$ cat src/rtl/mc_main_control_pkg.sv
// Shared constants and types for the multicycle MIPS-subset main control FSM.
package mc_main_control_pkg;

    localparam logic [5:0] OP_RTYPE = 6'b000000;
    localparam logic [5:0] OP_LW    = 6'b100011;
    localparam logic [5:0] OP_SW    = 6'b101011;
    localparam logic [5:0] OP_BEQ   = 6'b000100;
    localparam logic [5:0] OP_J     = 6'b000010;

    localparam logic [1:0] ALUOP_RTYPE = 2'b00;
    localparam logic [1:0] ALUOP_SUB   = 2'b01;
    localparam logic [1:0] ALUOP_ADD   = 2'b11;

    localparam logic [3:0] S_FETCH  = 4'd0;
    localparam logic [3:0] S_DECODE = 4'd1;
    localparam logic [3:0] S_MEMADR = 4'd2;
    localparam logic [3:0] S_MEMRD  = 4'd3;
    localparam logic [3:0] S_MEMWB  = 4'd4;
    localparam logic [3:0] S_MEMWR  = 4'd5;
    localparam logic [3:0] S_EXEC   = 4'd6;
    localparam logic [3:0] S_ALUWB  = 4'd7;
    localparam logic [3:0] S_BRANCH = 4'd8;
    localparam logic [3:0] S_JUMP   = 4'd9;

    localparam logic [1:0] SRCB_REG    = 2'b00;
    localparam logic [1:0] SRCB_FOUR   = 2'b01;
    localparam logic [1:0] SRCB_IMM    = 2'b10;
    localparam logic [1:0] SRCB_IMM_SH = 2'b11;

    localparam logic [1:0] PCSRC_ALU    = 2'b00;
    localparam logic [1:0] PCSRC_ALUOUT = 2'b01;
    localparam logic [1:0] PCSRC_JUMP   = 2'b10;

    typedef struct packed {
        logic       pc_write;
        logic       pc_write_cond;
        logic       iord;
        logic       mem_read;
        logic       mem_write;
        logic       ir_write;
        logic       mem_to_reg;
        logic       reg_dst;
        logic       reg_write;
        logic       alu_src_a;
        logic [1:0] alu_src_b;
        logic [1:0] pc_source;
        logic [1:0] aluop;
        logic       instr_done;
        logic       illegal_op;
    } ctrl_t;

    function automatic logic op_legal(input logic [5:0] op);
        return (op == OP_RTYPE) || (op == OP_LW) || (op == OP_SW) ||
               (op == OP_BEQ) || (op == OP_J);
    endfunction

endpackage

$ cat src/rtl/mc_control_decode.sv
// Combinational strobe decoder: maps the current state (plus mem_ready/opcode) to datapath controls.
module mc_control_decode
    import mc_main_control_pkg::*;
(
    input  logic       hold,
    input  logic [3:0] state,
    input  logic       mem_ready,
    input  logic [5:0] opcode,
    output ctrl_t      ctrl
);

    always_comb begin
        ctrl = '0;
        // hold forces every strobe low while the FSM is being reset
        if (!hold) begin
            case (state)
                S_FETCH: begin
                    ctrl.mem_read  = 1'b1;
                    ctrl.alu_src_b = SRCB_FOUR;
                    ctrl.aluop     = ALUOP_ADD;
                    ctrl.pc_source = PCSRC_ALU;
                    ctrl.ir_write  = mem_ready;
                    ctrl.pc_write  = mem_ready;
                end
                S_DECODE: begin
                    ctrl.alu_src_b  = SRCB_IMM_SH;
                    ctrl.aluop      = ALUOP_ADD;
                    ctrl.illegal_op = !op_legal(opcode);
                end
                S_MEMADR: begin
                    ctrl.alu_src_a = 1'b1;
                    ctrl.alu_src_b = SRCB_IMM;
                    ctrl.aluop     = ALUOP_ADD;
                end
                S_MEMRD: begin
                    ctrl.mem_read = 1'b1;
                    ctrl.iord     = 1'b1;
                end
                S_MEMWB: begin
                    ctrl.reg_write  = 1'b1;
                    ctrl.mem_to_reg = 1'b1;
                    ctrl.instr_done = 1'b1;
                end
                S_MEMWR: begin
                    ctrl.mem_write  = 1'b1;
                    ctrl.iord       = 1'b1;
                    ctrl.instr_done = mem_ready;
                end
                S_EXEC: begin
                    ctrl.alu_src_a = 1'b1;
                    ctrl.alu_src_b = SRCB_REG;
                    ctrl.aluop     = ALUOP_RTYPE;
                end
                S_ALUWB: begin
                    ctrl.reg_write  = 1'b1;
                    ctrl.reg_dst    = 1'b1;
                    ctrl.instr_done = 1'b1;
                end
                S_BRANCH: begin
                    ctrl.alu_src_a     = 1'b1;
                    ctrl.alu_src_b     = SRCB_REG;
                    ctrl.aluop         = ALUOP_SUB;
                    ctrl.pc_write_cond = 1'b1;
                    ctrl.pc_source     = PCSRC_ALUOUT;
                    ctrl.instr_done    = 1'b1;
                end
                S_JUMP: begin
                    ctrl.pc_write   = 1'b1;
                    ctrl.pc_source  = PCSRC_JUMP;
                    ctrl.instr_done = 1'b1;
                end
                default: ctrl = '0;
            endcase
        end
    end

endmodule

$ cat src/rtl/mc_main_control.sv
// Multicycle MIPS-subset main control: state register, next-state logic and retired-instruction counter.
module mc_main_control
    import mc_main_control_pkg::*;
#(
    parameter int CNT_W = 32
) (
    input  logic             clk,
    input  logic             reset,
    input  logic [5:0]       opcode,
    input  logic             mem_ready,
    output logic             pc_write,
    output logic             pc_write_cond,
    output logic             iord,
    output logic             mem_read,
    output logic             mem_write,
    output logic             ir_write,
    output logic             mem_to_reg,
    output logic             reg_dst,
    output logic             reg_write,
    output logic             alu_src_a,
    output logic [1:0]       alu_src_b,
    output logic [1:0]       pc_source,
    output logic [1:0]       aluop,
    output logic             instr_done,
    output logic             illegal_op,
    output logic [CNT_W-1:0] retired,
    output logic [3:0]       state
);

    logic [3:0]       state_q;
    logic [3:0]       state_d;
    logic [CNT_W-1:0] retired_q;
    ctrl_t            ctrl;

    always_comb begin
        state_d = S_FETCH;
        case (state_q)
            S_FETCH:  state_d = mem_ready ? S_DECODE : S_FETCH;
            S_DECODE: begin
                case (opcode)
                    OP_RTYPE:     state_d = S_EXEC;
                    OP_LW, OP_SW: state_d = S_MEMADR;
                    OP_BEQ:       state_d = S_BRANCH;
                    OP_J:         state_d = S_JUMP;
                    default:      state_d = S_FETCH;
                endcase
            end
            S_MEMADR: state_d = (opcode == OP_SW) ? S_MEMWR : S_MEMRD;
            S_MEMRD:  state_d = mem_ready ? S_MEMWB : S_MEMRD;
            S_MEMWB:  state_d = S_FETCH;
            S_MEMWR:  state_d = mem_ready ? S_FETCH : S_MEMWR;
            S_EXEC:   state_d = S_ALUWB;
            S_ALUWB:  state_d = S_FETCH;
            S_BRANCH: state_d = S_FETCH;
            S_JUMP:   state_d = S_FETCH;
            default:  state_d = S_FETCH;
        endcase
    end

    always_ff @(posedge clk) begin
        if (reset) begin
            state_q   <= S_FETCH;
            retired_q <= '0;
        end else begin
            state_q <= state_d;
            if (ctrl.instr_done) begin
                retired_q <= retired_q + CNT_W'(1);
            end
        end
    end

    mc_control_decode u_decode (
        .hold      (reset),
        .state     (state_q),
        .mem_ready (mem_ready),
        .opcode    (opcode),
        .ctrl      (ctrl)
    );

    assign pc_write      = ctrl.pc_write;
    assign pc_write_cond = ctrl.pc_write_cond;
    assign iord          = ctrl.iord;
    assign mem_read      = ctrl.mem_read;
    assign mem_write     = ctrl.mem_write;
    assign ir_write      = ctrl.ir_write;
    assign mem_to_reg    = ctrl.mem_to_reg;
    assign reg_dst       = ctrl.reg_dst;
    assign reg_write     = ctrl.reg_write;
    assign alu_src_a     = ctrl.alu_src_a;
    assign alu_src_b     = ctrl.alu_src_b;
    assign pc_source     = ctrl.pc_source;
    assign aluop         = ctrl.aluop;
    assign instr_done    = ctrl.instr_done;
    assign illegal_op    = ctrl.illegal_op;
    assign retired       = retired_q;
    assign state         = state_q;

endmodule

$ cat config.mk
export PLATFORM = sky130hd
export DESIGN_NAME = mc_main_control
export DESIGN_NICKNAME = d
export VERILOG_FILES = /design/src/rtl/mc_main_control_pkg.sv /design/src/rtl/mc_control_decode.sv /design/src/rtl/mc_main_control.sv
export SDC_FILE = /design/constraint.sdc
export NUM_CORES = 1
export LEC_CHECK = 0
export CORE_ASPECT_RATIO = 1.4
export CORE_MARGIN = 10
export CORE_UTILIZATION = 40
export DETAILED_ROUTE_END_ITERATION = 8
export HOLD_SLACK_MARGIN = 0.06
export PLACE_DENSITY_LB_ADDON = 0.08
export SLEW_MARGIN = 25
export SYNTH_ARGS = -nofsm -noshare
export SYNTH_HDL_FRONTEND = slang
export SYNTH_SLANG_ARGS = --single-unit
$ cat constraint.sdc
create_clock -name clk -period 2.3 [get_ports clk]
set_input_delay 0.46 -clock clk [delete_from_list [all_inputs] [get_ports clk]]
set_output_delay 0.46 -clock clk [all_outputs]
set_load 0.005 [all_outputs]
==> results of run 1 <==
[area by class of cell]
type | count | area [µm²]
Inverter | 6 | 22.52
Clock inverter | 1 | 7.507
Sequential cell | 36 | 724.4
Multi-Input combinational cell | 203 | 1301
Timing Repair Buffer | 93 | 849.6
Clock buffer | 7 | 86.33
Fill cell | 451 | 1846
Tap cell | 64 | 80.08
[layer usage]
metal | vias up | routed length, µm
met5 | - | 0
met4 | 0 | 79
met3 | 6 | 417
met2 | 48 | 3147
met1 | 1044 | 2490
li1 | 1121 | -
[worst register-to-register path, cell delays in order (launching register included)]
cell and delay, ps:
dfxtp_1 450, nand4_2 200, nor4_4 430, nand2_2 250, or4_1 550, a21oi_1 160
[metrics by stage]
step                      std cells  worst slack, ps  TNS, ps  utilization  hold WS (ps)
after floorplan                 259            345.9        0            -         474.3
after global placement          400           -310.9    -3219       0.5908         468.8
after detailed placement        400           -298.1    -3725       0.5908         486.2
after CTS                       410            14.50        0       0.6186         496.2
after global routing            410           -4.793   -4.793       0.6247         526.8
final                           410            58.47        0       0.6247         493.7
[worst paths after layout]
kind	start	end	slack (ps)	cells after the start
max	reset	pc_source[0]	60	7
min	retired[31]	retired[31]	490	2
max reg2reg	retired[7]	retired[26]	200	5
min reg2reg	retired[31]	retired[31]	490	2
[cells in the final DEF (no fill, tap or decap), types with 4 or more instances in the layout]
| master | n |
|---|---|
| a21oi_1 | 15 |
| and3_1 | 4 |
| buf_4 | 30 |
| clkbuf_8 | 6 |
| clkdlybuf4s50_1 | 50 |
| dfxtp_1 | 33 |
| dlygate4sd2_1 | 8 |
| inv_1 | 4 |
| nand2_1 | 18 |
| nand2b_1 | 4 |
| nand3_1 | 12 |
| nand4_1 | 11 |
| nor2_1 | 29 |
| nor2b_1 | 4 |
| nor3_1 | 10 |
| nor4_1 | 9 |
| o21ai_0 | 7 |
| o31ai_1 | 6 |
| or3_1 | 4 |
| or4_1 | 6 |
| xnor2_1 | 14 |
| xor2_1 | 7 |
[cells by family (layout without fill, tap and decap cells)]
family          Yosys count  count (layout)  share of synthesized area
xor+xnor                 21              21                    0.08882
simple gates            141             141                     0.3843
compound gates           39              39                     0.1166
buf+inv                  20             107                    0.05136
flops                    36              36                     0.3480
fa+ha+maj                 1               1                   0.006041
mux                       1               1                   0.004834
[state kept, by name, summed over array words and instances, names as in the netlist]
register and cells:
state 4, retired 32
[what timing repair did]
action	in CTS	in global routing
pin swaps	3	0
setup buffers	2	0
gates resized for setup	18	16
hold buffers	0	0
endpoints found under the setup margin	17	12
[power by group through the flow]
stage                     registers, mW  logic [mW]  clock network, mW
after floorplan                   0.641      0.0383                  0
after CTS                         0.626       0.112              0.489
after global routing              0.627       0.124              0.516
after detailed placement          0.641       0.107                  0
after global placement            0.641       0.107                  0
final                             0.627       0.113              0.472
==> summary.md, run 1 <==
| Metric | Value |
|---|---|
| Gpl congestion | `roughly 0.79` |
| VDD IR-drop max | `a little over 0.2 mV` |
| Sw frac | `0.2341` |
| EDFF count, synth | `0` |
| Internal power | `around 930 µW` |
| Antenna fix cells | `0` |
| Most frequent cell after synthesis | `dfxtp_1` |
| Commonest cells post-synth | `dfxtp_1 (36), nor2_1 (32), nand2_1 (19)` |
| Pwr dens | `394.8 nW/µm²` |
| Netlist cell types | `45` |
| Worst path top cell family by delay | `buffers and inverters` |
| Clock Power Share | `0.389` |
| Clk_skew | `around 4.6 ps` |
| Synth Cell Area | `between 2000 and 2500 µm²` |
| Share of Yosys cell area claimed by the top area cell type | `0.3480` |
| Psw | `about 280 µW` |
| Post-route cell area | `3072 µm²` |
| Core Area | `a little under 5000 µm²` |
| Total gr overflow | `0` |
| Final Net Count | `355` |
| Total Routing Usage GR | `0.1467` |
| Minimum clock period | `2242 ps` |
| HPWL Detailed | `4790 µm` |
| Worst Max-Slew Pin Slew | `between 500 and 600 ps` |
| Number of core rows | `30` |
| DRC viols | `0` |
| CTS Buf Count | `5` |
| Drt pass-1 iters | `4` |
| Share of cells above drive strength 1 | `0.1994` |
| Area of placed instances | `2905 µm²` |
| Die Ht | `105.1 µm` |
| Post-Route WL | `roughly 6100 µm` |
| Root buf cell | `clkbuf_8` |
| Final Hold Vio Count | `0` |
| Drt wl/cell | `between 10 and 15 µm` |
| Max Clk Rate | `around 450 MHz` |
| CTS tree | `done` |
| P&R area growth vs syn | `48.34%` |
| Synthesis Warnings | `0` |
| I/O Buffers | `62` |
| Gate count of the mapped netlist | `between 200 and 300` |
| Setup violations, final | `0` |
| Cell accounting for the most synthesized area | `dfxtp_1` |
| Vias per Instance | `between 5 and 6` |
| ANT nets after route | `0` |
| M2 GR Usage | `0.2545` |
| Vias post-DR | `roughly 2.2k` |
| Initial antenna violation count | `0` |
| Clk buf depth | `2` |
| Sequential power share | `0.517` |
| DRT iter0 DRCs | `a little under 80` |
| Crit Path Class | `in -> out` |
| Static leakage | `1.136 nW` |
| Met3 usage | `0.04545` |
| WP data arrival | `roughly 1800 ps` |
| CP required | `between 1500 and 2000 ps` |
| Setup crit start kind | `input port` |
| Sequential-to-total area share from yosys stat | `0.3480` |
| Most area-consuming cells after synthesis | `dfxtp_1 (35%), xnor2_1 (5.9%), nor2_1 (5.8%)` |
| IO Pins | `63` |
| Clock transition at the registers of the reported paths | `roughly 70 ps` |
| Worst slew margin | `0.6360` |
| Slowest cell on crit path | `clkdlybuf4s50_1` |
| Chip width | `between 80 and 90 µm` |
| Post-synthesis register bit count | `36` |
| Clk Latency, worst-skew pair | `around 290 ps` |
| Comb power frac | `0.093` |
| Vias in the first global route | `between 2k and 2.5k` |
| Syn avg cell area | `around 8 µm²` |
| Worst path max stage delay | `510 ps` |
| MaxCap Viol Count | `0` |
| GRT busiest layer | `met2` |
| First-pass GRT wire length | `about 10000 µm` |
| Syn nets | `~270` |
| Power, Total | `approximately 1.2 mW` |
| Starting density of the core | `0.4211` |
| Pin count of the biggest net entering global routing | `25` |
| Final Slew Violations | `0` |
| H-tree Lvls | `2` |
| Most used DFF post-synth | `dfxtp_1` |
| Worst-path fanout max | `2` |
| Die area | `around 8500 µm²` |
| Hold Crit Class | `reg -> reg` |
| Status | `finished clean` |
| Crit end category | `output pin` |
| Crit-path cells | `dlygate4sd2_1 > buf_6 > inv_2 > nand3_2 > nor3_2 > buf_4 > clkdlybuf4s50_1` |
| GRT met1 Usage | `0.1634` |
| Crit share post-route | `0.9746` |
| Asr flop ratio synth | `0` |
| Worst Path Buf+Inv | `5` |
| Clk sink count | `36` |
No activity file was read; power rests on OpenSTA's default activity.
==> inputs of run 2 (changes only) <==
Clock period 2.3 ns to 2.1 ns, I/O delays scaled along.
==> run 2 against run 1 <==
Count of clock-buffer cells in the layout is 2 lower; clock skew is 1.8 ps lower; global-route usage is 0.26 points higher; combinational power is 11% higher; sequential share of layout area is 0.72 points lower; die area stayed put; design area is 3.3% higher; critical path depth is 1 lower; wire length is 2.3% higher; critical path type unchanged; highest routed layer unchanged.
==> summary.md, run 2 (synthesis gave the netlist of run 1 again) <==
| Metric | Value |
|---|---|
| Worst setup margin | `56.97 ps (-1.500 ps)` |
| Final TNS setup | `0 ps (unchanged)` |
| MaxCap Viol Count | `0 (unchanged)` |
| Dpl ws | `-465.3 ps (-167.2 ps)` |
| Worst Max-Slew Pin Slew | `423.5 ps (-117.5 ps)` |
| Register-to-Register Path Depth | `7 (+2)` |
| Worst slew margin | `0.7147 (+0.07871)` |
| Chip width | `80.81 µm (unchanged)` |
| Sw frac | `0.2462 (+0.01210)` |
| Drt pass-1 iters | `4 (unchanged)` |
| Final Slew Violations | `0 (unchanged)` |
| Slowest cell on crit path | `clkdlybuf4s50_1` |
| CP required | `1680 ps (-160 ps)` |
| Post-route cell area | `3174 µm² (+3.3%)` |
| Placed cells | `410 (+2.5%)` |
| Number of core rows | `30 (unchanged)` |
| WHS | `498.4 ps (+4.711 ps)` |
| H-tree Lvls | `2 (unchanged)` |
| Clk buf depth | `2 (unchanged)` |
| Crit end category | `output pin` |
| Share of cells above drive strength 1 | `0.2256 (+0.02620)` |
| Comb power frac | `0.096 (+0.003)` |
| Post-Route WL | `6275 µm (+2.3%)` |
| Setup violations, final | `0 (unchanged)` |
| IO Pins | `63 (unchanged)` |
| VDD IR-drop max | `0.2299 mV (+11%)` |
| Starting density of the core | `0.4211 (unchanged)` |
| Worst Path Buf+Inv | `4 (-1)` |
| Psw | `320.6 µW (+13%)` |
| Worst-path fanout max | `2 (unchanged)` |
| Static leakage | `1.227 nW (+8.0%)` |
| Clk_skew | `2.823 ps (-1.770 ps)` |
| Setup crit start kind | `input port` |
| Root buf cell | `clkbuf_8` |
| Total Routing Usage GR | `0.1493 (+0.002608)` |
| DRC viols | `0 (unchanged)` |
| Die Ht | `105.1 µm (unchanged)` |
| Hold path cells | `2 (unchanged)` |
| Post-Layout Cell Count | `423 (+3.2%)` |
| I/O Buffers | `62 (unchanged)` |
| First-pass GRT wire length | `10520 µm (+2.6%)` |
| Power, Total | `1.302 mW (+7.4%)` |
| FF/Latch Area | `725.7 µm² (+0.17%)` |
| Final Hold Vio Count | `0 (unchanged)` |
| Largest register FFs | `32 (unchanged)` |
| Antenna fix cells | `0 (unchanged)` |
| Final Net Count | `368 (+3.7%)` |
| Util after Layout | `0.6455 (+0.02087)` |
| Crit-path cells | `dlygate4sd2_1 > buf_6 > inv_1 > nand3_2 > nor2_2 > clkdlybuf4s50_1` |
| Worst path max stage delay | `520 ps (about the same)` |
| Sequential power share | `0.527 (+0.010)` |
| Gpl congestion | `0.8522 (+7.5%)` |
| Die area | `8496 µm² (unchanged)` |
| Worst path depth | `6 (-1)` |
| HPWL Detailed | `4919 µm (+2.7%)` |
| Crit share post-route | `0.9729` |
| Total gr overflow | `0 (unchanged)` |
| P&R area growth vs syn | `53.29%` |
| Vias per Instance | `5.326 (-1.6%)` |
| Internal power | `981.6 µW (+5.7%)` |
| Commonest cells after routing, fill and taps aside | `clkdlybuf4s50_1 (39), buf_4 (38), dfxtp_1 (32), nor2_1 (31), nand2_1 (19)` |
| Setup repair after global routing missed its margin | `false` |
| Worst path top cell family by delay | `buffers and inverters` |
| Pin count of the biggest net entering global routing | `21 (-16%)` |
| Area of placed instances | `2993 µm² (+3.0%)` |
| Vias in the first global route | `2190 (+2.3%)` |
| WP data arrival | `1620 ps (-160 ps)` |
| DRT iter0 DRCs | `132 (+69%)` |
| Clk sink count | `36 (unchanged)` |
| Initial antenna violation count | `0 (unchanged)` |
| CTS Buf Count | `5 (unchanged)` |
| Filler cell count | `453 (+0.44%)` |
| CTS tree | `done` |
| Max Clk Rate | `489.5 MHz` |
| Core Area | `4917 µm² (unchanged)` |
| Status | `finished clean` |
| Vias post-DR | `2253 (+1.5%)` |
| Hold Crit Class | `reg -> reg` |
| Multi-input logic area | `1304 µm² (+0.19%)` |
| Clk Latency, worst-skew pair | `290 ps (about the same)` |
| Clock transition at the registers of the reported paths | `70 ps (about the same)` |
| Commonest non-fill, non-tap cell in the layout | `clkdlybuf4s50_1` |
| Crit Path Class | `in -> out` |
| Drt wl/cell | `14.83 µm (-0.85%)` |
| Clock Power Share | `0.377 (-0.012)` |
| Pwr dens | `410.2 nW/µm² (+3.9%)` |
| ANT nets after route | `0 (unchanged)` |
| Minimum clock period | `~2000 ps` |
[run 2: cell types whose count changed in the layout (fill, tap and decap cells not counted), moves of 4 or more]
| cell | previous run | this run |
|---|---|---|
| clkdlybuf4s50_1 | 50 | 39 |
| buf_4 | 30 | 38 |
| dlygate4sd2_1 | 8 | 16 |
| buf_6 | 1 | 5 |
[run 2: final timing paths]
kind                     from           end  slack [ps]
setup / recovery        reset  pc_source[1]          60
hold / removal    retired[30]   retired[30]         500
setup reg to reg     state[3]   retired[16]         130
hold reg to reg   retired[30]   retired[30]         500
[run 2: layout make-up]
type,instances,area share
Timing Repair Buffer,106,0.3007
Tap cell,64,0.02523
Clock inverter,3,0.005913
Inverter,6,0.007095
Multi-Input combinational cell,203,0.4107
Clock buffer,5,0.02168
Sequential cell,36,0.2286
[run 2: power groups by stage]
stage               Sequential [mW]  Combinational, mW  Clock, mW
floorplan                     0.702             0.0419          0
global placement              0.702              0.118          0
detailed placement            0.702              0.118          0
CTS                           0.686              0.124      0.501
global route                  0.687              0.137      0.532
finish                        0.686              0.125      0.490
[run 2: worst register-to-register path, cell delays in order (launching register included)]
cell and delay (ps):
dfxtp_2 350, buf_4 150, nand2b_1 180, o31a_2 380, buf_4 190, nor4_1 340
nand4b_1 150, a21oi_1 170
[run 2: timing repair]
item	CTS	global route
hold buffers	0	0
endpoints found under the setup margin	25	13
gates cloned	0	0
pin swaps	7	6
gates resized for setup	40	12
setup buffers	4	1
[run 2: per-layer routing]
layer / vias up / global-route usage / share of wire
met3: 5 / 0.05403 / 0.069
li1: 1138 / - / -
met1: 1056 / 0.1636 / 0.39
met2: 54 / 0.2659 / 0.53
met4: 0 / 0.02605 / 0.0078
met5: - / 0 / 0
==> inputs of run 3 (changes only) <==
Settings changed: CAP_MARGIN from default to 5.
==> results of run 3 <==
Same layout as run 2: the final DEF is identical, and so are final timing and power.
